### config.mk
export PLATFORM = sky130hd
export DESIGN_NAME = mod4591_fold_reduce
export DESIGN_NICKNAME = d
export VERILOG_FILES = /design/src/rtl/mod4591_fold_reduce.sv
export SDC_FILE = /design/constraint.sdc
export NUM_CORES = 1
export LEC_CHECK = 0
export ABC_AREA = 1
export BUFFER_PORTS_ARGS = -buffer_cell sky130_fd_sc_hd__buf_2
export CAP_MARGIN = 30
export CELL_PAD_IN_SITES_DETAIL_PLACEMENT = 1
export CELL_PAD_IN_SITES_GLOBAL_PLACEMENT = 1
export CORE_AREA = 2 2 117 119
export DETAILED_ROUTE_END_ITERATION = 8
export DIE_AREA = 0 0 119 121
export PLACE_DENSITY = 0.82
export SYNTH_ARGS = -nofsm -noshare
export SYNTH_HDL_FRONTEND = slang
export SYNTH_SLANG_ARGS = --single-unit
### constraint.sdc
create_clock -name clk -period 3.4 [get_ports clk]
set_input_delay 0.68 -clock clk [delete_from_list [all_inputs] [get_ports clk]]
set_output_delay 0.68 -clock clk [all_outputs]
set_load 0.02 [all_outputs]
### src/rtl/mod4591_fold_reduce.sv
// Folds six 12-bit LUT partial terms into one residue mod 4591. The pipeline is 3 registered stages with valid/ready; all stages stall together.
// MOD4591_UNSIGNED_OUT_EN selects a residue in [0, 4590]. Without it the residue is centered in [-2295, 2295].
module mod4591_fold_reduce #(
   parameter int Q     = 4591,
   parameter int W_IN  = 12,
   parameter int W_OUT = 13
) (
   input  logic             clk,
   input  logic             rst,
   input  logic             in_valid,
   output logic             in_ready,
   input  logic [W_IN-1:0]  p0,
   input  logic [W_IN-1:0]  p1,
   input  logic [W_IN-1:0]  p2,
   input  logic [W_IN-1:0]  n0,
   input  logic [W_IN-1:0]  n1,
   input  logic [W_IN-1:0]  n2,
   output logic             out_valid,
   input  logic             out_ready,
   output logic [W_OUT-1:0] r
);

   localparam int W_SUM = W_IN + 2;
   localparam int W_D   = W_IN + 3;

   localparam logic signed [W_D-1:0] ZERO = '0;
   localparam logic signed [W_D-1:0] Q1   = W_D'(Q);
   localparam logic signed [W_D-1:0] Q2   = W_D'(2 * Q);
   localparam logic signed [W_D-1:0] Q3   = W_D'(3 * Q);
   localparam logic signed [W_D-1:0] T1   = W_D'((Q - 1) / 2);
   localparam logic signed [W_D-1:0] T2   = W_D'((Q - 1) / 2 + Q);
   localparam logic signed [W_D-1:0] T3   = W_D'((Q - 1) / 2 + 2 * Q);

   logic                    advance;

   logic                    v1_q, v1_d;
   logic [W_SUM-1:0]        p_sum_q, p_sum_d;
   logic [W_SUM-1:0]        n_sum_q, n_sum_d;

   logic                    v2_q, v2_d;
   logic signed [W_D-1:0]   d_q, d_d;

   logic                    v3_q, v3_d;
   logic [W_OUT-1:0]        r_q, r_d;

   logic signed [W_D-1:0]   corr;

   assign advance   = !v3_q || out_ready;
   assign in_ready  = advance && !rst;
   assign out_valid = v3_q;
   assign r         = r_q;

   // corr = k*Q, where k picks the multiple of Q that moves D into the output range.
   always_comb begin
      corr = ZERO;
`ifdef MOD4591_UNSIGNED_OUT_EN
      if (d_q >= Q2)         corr = Q2;
      else if (d_q >= Q1)    corr = Q1;
      else if (d_q >= ZERO)  corr = ZERO;
      else if (d_q >= -Q1)   corr = -Q1;
      else if (d_q >= -Q2)   corr = -Q2;
      else                   corr = -Q3;
`else
      if (d_q > T3)          corr = Q3;
      else if (d_q > T2)     corr = Q2;
      else if (d_q > T1)     corr = Q1;
      else if (d_q < -T3)    corr = -Q3;
      else if (d_q < -T2)    corr = -Q2;
      else if (d_q < -T1)    corr = -Q1;
      else                   corr = ZERO;
`endif
   end

   always_comb begin
      v1_d    = v1_q;
      p_sum_d = p_sum_q;
      n_sum_d = n_sum_q;
      v2_d    = v2_q;
      d_d     = d_q;
      v3_d    = v3_q;
      r_d     = r_q;
      if (advance) begin
         v1_d    = in_valid;
         p_sum_d = W_SUM'(p0) + W_SUM'(p1) + W_SUM'(p2);
         n_sum_d = W_SUM'(n0) + W_SUM'(n1) + W_SUM'(n2);
         v2_d    = v1_q;
         d_d     = $signed({1'b0, p_sum_q}) - $signed({1'b0, n_sum_q});
         v3_d    = v2_q;
         r_d     = W_OUT'(d_q - corr);
      end
   end

   always_ff @(posedge clk) begin
      if (rst) begin
         v1_q    <= 1'b0;
         p_sum_q <= '0;
         n_sum_q <= '0;
         v2_q    <= 1'b0;
         d_q     <= '0;
         v3_q    <= 1'b0;
         r_q     <= '0;
      end else begin
         v1_q    <= v1_d;
         p_sum_q <= p_sum_d;
         n_sum_q <= n_sum_d;
         v2_q    <= v2_d;
         d_q     <= d_d;
         v3_q    <= v3_d;
         r_q     <= r_d;
      end
   end

endmodule

* Word-level counts from Yosys, hierarchy flattened *
Cells that the tools add are included.

word-level totals
  register bits = 59
  input port bits = 76
  word-level logic and storage cells = 29

operators by class
  $add $sub $neg = 6
  $lt $le $gt $ge = 6
  multiplexer cells = 6
  reduce and logical (&&, ||, !) cells = 4

operators with widths
  kind                                                                               number
  13-bit two-way mux                                                                 5
  13-bit by 12-bit adder with 14-bit output                                          2
  12-bit by 12-bit adder with 13-bit output                                          2
  15-bit by 13-bit greater-than comparator with 1-bit output, second input constant  1
  15-bit by 14-bit greater-than comparator with 1-bit output, second input constant  1
  15-bit greater-than comparator, second input constant                              1
  15-bit by 13-bit < comparator with 1-bit output, second input constant             1
  15-bit by 14-bit < comparator with 1-bit output, second input constant             1
  15-bit < comparator, second input constant                                         1
  14-bit by 14-bit subtractor with 15-bit output                                     1
  13-bit subtractor                                                                  1
  12-bit two-way mux                                                                 1
  1-bit logical NOT                                                                  2
  1-bit logical AND                                                                  1
  1-bit logical OR                                                                   1

* Logic depth before layout (Yosys ltp) *
  depth after elaboration = 8
  mapped depth = 22

* Worst setup path after synthesis *
OpenSTA, ideal clock, no wires.

  path kind = reg2reg
  start point = reg d_q[7]
  end point = reg r_q[10] (netlist: r[10])
  library setup time = 0.114 ns
  data arrival time = 2.665 ns
  required time = 3.286 ns
  slack = 0.622 ns
  cell stages (with the launch flop) = 22
  period minus slack after synthesis = 2.778 ns
  cell sequence = dfxtp_1 > nand2_1 > inv_1 > nand3_1 > nand2_1 > nand2_1 > nand2_1 > nand2_1 > a21boi_0 > o21ai_0 > ha_1 > inv_1 > fa_1 > nand3_1 > nand2_1 > a21oi_1 > o21ai_0 > inv_1 > o21bai_1 > xor2_1 > o21bai_1 > inv_1

on the way
  cells in the longest elaborated chain, start to end = 8
  elaborated cells between the ends (all ways) = 13
  those cells by class = 1 x add/sub; 6 x order compare; 6 x mux

RTL lines
  item                                             line  source
  start: declaration                               41    logic signed [W_D-1:0] d_q, d_d;
  start signal: assignment                         99    d_q <= '0;
  start signal: assignment                         107   d_q <= d_d;
  15-bit by 13-bit < comparator with 1-bit output  69    else if (d_q < -T1) corr = -Q1;
  12-bit two-way mux                               69
  13-bit two-way mux                               68    else if (d_q < -T2) corr = -Q2;
  13-bit two-way mux                               67    else if (d_q < -T3) corr = -Q3;
  13-bit two-way mux                               66    else if (d_q > T1) corr = Q1;
  13-bit two-way mux                               65    else if (d_q > T2) corr = Q2;
  13-bit two-way mux                               64    if (d_q > T3) corr = Q3;
  13-bit subtractor (*)                            89    r_d = W_OUT'(d_q - corr);
  end signal: assignment                           109   r_q <= r_d;
  end: declaration                                 44    logic [W_OUT-1:0] r_q, r_d;

Every way passes the cells marked *; elsewhere a longest branch is shown, timed or not.
A chain may end at the register's enable or synchronous reset.

* Worst setup path in the final report *
  start point = reg d_q[11]
  end point = reg r_q[10] (netlist: r[10])

on the way
  cells in the longest elaborated chain, start to end = 8
  elaborated cells between the ends (all ways) = 13
  those cells by class = 1 x add/sub; 6 x order compare; 6 x mux

RTL lines
  item                                             line
  15-bit by 13-bit < comparator with 1-bit output  69
  12-bit two-way mux                               69
  13-bit two-way mux                               68
  13-bit two-way mux                               67
  13-bit two-way mux                               66
  13-bit two-way mux                               65
  13-bit two-way mux (*)                           64
  13-bit subtractor (*)                            89

Marked as above.

==> impl_metrics.tcl <==
set metrics [dict create \
    grt_start_max_net_pins 64 \
    reg2reg_slack_ns 0.26 \
    hold_path_depth 2 \
    synth_area_sq_um 5260 \
    setup_violations 0 \
    fmax_mhz 318 \
    layout-drive-gt1-share 0.164 \
    power_density_nw_per_um2 856 \
    num_vias 5236 \
    min_period_over_period 0.923 \
    port-buffer-count 90 \
    min_from "p_sum_q[12]" \
    setup_ws_ns 0.260 \
    wl_um 15200 \
    fill_cells 1686 \
    drv_cap 0 \
    cts_root_buffer "clkbuf_16" \
    track_usage 0.221 \
    dr.pass1.iters 4 \
    worst_pin_slew_ns 0.628 \
    final_common_cell "nand2_1" \
    rsz0062_at_grt "no" \
    drtAntennaViolNets 0 \
    top_level_ports 91 \
    core_sq_um 13100 \
    die_h_um 121 \
    drc 0 \
    clkLatencyLatePin_ns 0.34 \
    cts_buffer_depth 2 \
    r2r_cells 20 \
    tritoncts "built" \
    finalClockSkew_ns 0.00870 \
    path_class "reg2reg" \
    cts_sinks 59 \
    status "finished, final reports clean" \
    synth_flop_cell "dfxtp_1" \
    period_needed_ns 3.14 \
    rows 42 \
    nets 969 \
    grt_overflow_total 0 \
    antenna_cells 0 \
    drtIter0Drc 144 \
    drv_slew 0 \
    ys_types 39 \
    dieArea_sq_um 14400 \
    yosysSeqAreaShare 0.225 \
    gp_congestion 0.941 \
    tns_ns 0 \
    syn_nets 882 \
    startpoint_type "flip-flop" \
    wl_per_cell_um 15.2 \
    r2r_end "r[10]" \
    cts-buffers-inserted 9 \
    finalHoldViolCount 0 \
    vdd_ir_drop_max_v 0.000319 \
    syn_to_final_growth_pct 18.4 \
    place_ws_ns 0.123 \
    start_util 0.402 \
    multi_input_area_sq_um 3550 \
    yosys_warnings 0 \
    postCtsHoldBufs 0 \
    htreeDepth 3 \
    synth-edff-count 0 \
    die_w_um 119 \
    yosysTopAreaCellShare 0.225 \
    ys_seq_elements 59 \
    crit_fanout 9 \
    regArea_sq_um 1190 \
    hold_end "p_sum_q[12]" \
    async_flop_share 0 \
    whs_ns 0.482 \
    grt_pass1_vias 5622 \
    hold_class "reg2reg" \
    postCtsSetupRepairBufs 0 \
    synthTopCellsByArea "dfxtp_1 (22%), ha_1 (11%), fa_1 (11%)" \
    drt-vias-per-instance 5.25 \
    yosys.area.top_type "dfxtp_1" \
    finish.instance_area_sq_um 6220 \
    grt_pass1_wl_um 26000 \
    final_cell_mix "nand2_1 (135), inv_1 (117), buf_2 (90)" \
    max-slew-margin-rel 0.581 \
    postSynthCellCount 730 \
    antenna_found_initial 0 \
    syn_avg_cell_area_sq_um 7.20 \
    placed_area_sq_um 5900 \
    rr_startpoint "d_q[11]" \
    critPathRequiredTime_ns 3.63 \
    leakage_uw 0.00327 \
    hpwl_um 11900 \
    worst_setup_path_end_kind "flip-flop" \
    cp.arrival_ns 3.37 \
    clk_pin_slew_ns 0.06 \
]
==> registers in the layout, indices dropped and copies added, names as in the netlist <==
signal and flops:
d_q 15, n_sum_q 14, p_sum_q 14, r 13
out_valid 1, v1_q 1, v2_q 1
==> cell families (layout without fill, tap and decap cells) <==
| logic type | after synthesis | after routing | share of synthesized area |
|---|---|---|---|
| and+or+nand+nor | 245 | 245 | 0.196 |
| xor gates and xnor gates | 35 | 35 | 0.0583 |
| buffers and inverters | 142 | 234 | 0.104 |
| AOI/OAI and AO/OA | 173 | 173 | 0.196 |
| DFF | 59 | 59 | 0.225 |
| adders and majority gates | 76 | 76 | 0.221 |
==> per-layer routing <==
layer / vias up / wire length, um / global-route usage
li1: 2566 / - / -
met1: 2543 / 6130 / 0.241
met2: 98 / 8280 / 0.433
met3: 29 / 438 / 0.0352
met4: 0 / 328 / 0.0685
met5: - / 0 / 0
==> what timing repair did <==
item	in CTS	in global routing
setup endpoints to repair	0	2
endpoints found under the hold margin	0	0
resized for setup	0	8
==> through the flow <==
stage / instances / util / power [uW]
3_3_place_gp: 982 / 0.451 / 4160
5_1_grt: 998 / 0.476 / 5850
3_5_place_dp: 982 / 0.451 / 4340
2_1_floorplan: 730 / - / 3490
6_report: 998 / 0.476 / 5330
4_1_cts: 998 / 0.475 / 5340
==> cells in the mapped netlist (2+ instances only) <==
cell / number
a211oi_1: 4
a21boi_0: 2
a21o_1: 5
a21oi_1: 62
a31oi_1: 3
buf_1: 2
buf_4: 2
clkbuf_1: 15
dfxtp_1: 59
fa_1: 28
ha_1: 48
inv_1: 117
inv_2: 4
nand2_1: 135
nand2_2: 4
nand3_1: 34
nand3b_1: 2
nand4_1: 11
nor2_1: 47
nor2_2: 3
nor3_1: 7
o211ai_1: 14
o21a_1: 2
o21ai_0: 47
o21bai_1: 24
o221ai_1: 3
xnor2_1: 10
xor2_1: 25
==> worst max-delay path: stages, from the launching register on <==
cell,delay (ns)
dfxtp_1,0.53
inv_1,0.10
nand2_1,0.10
nor2_1,0.06
a21oi_1,0.16
nand2_2,0.08
nand3_2,0.08
a21boi_0,0.09
o21ai_1,0.17
ha_1,0.18
inv_1,0.07
fa_1,0.41
nand3_1,0.09
nand2_1,0.12
a21oi_2,0.18
o21ai_0,0.10
inv_1,0.10
o21bai_1,0.09
xor2_1,0.15
o21bai_1,0.13
inv_1,0.05
==> power by group <==
part,total [uW],switching [uW],internal [uW]
clock network,950,370,580
logic,3230,1990,1240
registers,1140,221,924
==> cell type report <==
type / count / area share
Multi-Input combinational cell: 529 / 0.570
Clock buffer: 9 / 0.0362
Tap cell: 176 / 0.0354
Sequential cell: 59 / 0.191
Inverter: 122 / 0.0736
Timing Repair Buffer: 96 / 0.0816
Clock inverter: 7 / 0.0131
==> worst max path at each step <==
| stage | from | to | cells past startpoint |
|---|---|---|---|
| floorplan | d_q[7] | r[10] | 21 |
| global placement | n0[0] | n_sum_q[11] | 14 |
| detailed placement | d_q[7] | r[10] | 20 |
| CTS | d_q[7] | r[10] | 20 |
| global route | d_q[10] | r[10] | 20 |
| finish | d_q[11] | r[10] | 20 |
Note: power is estimated with default switching activity, not from simulation.
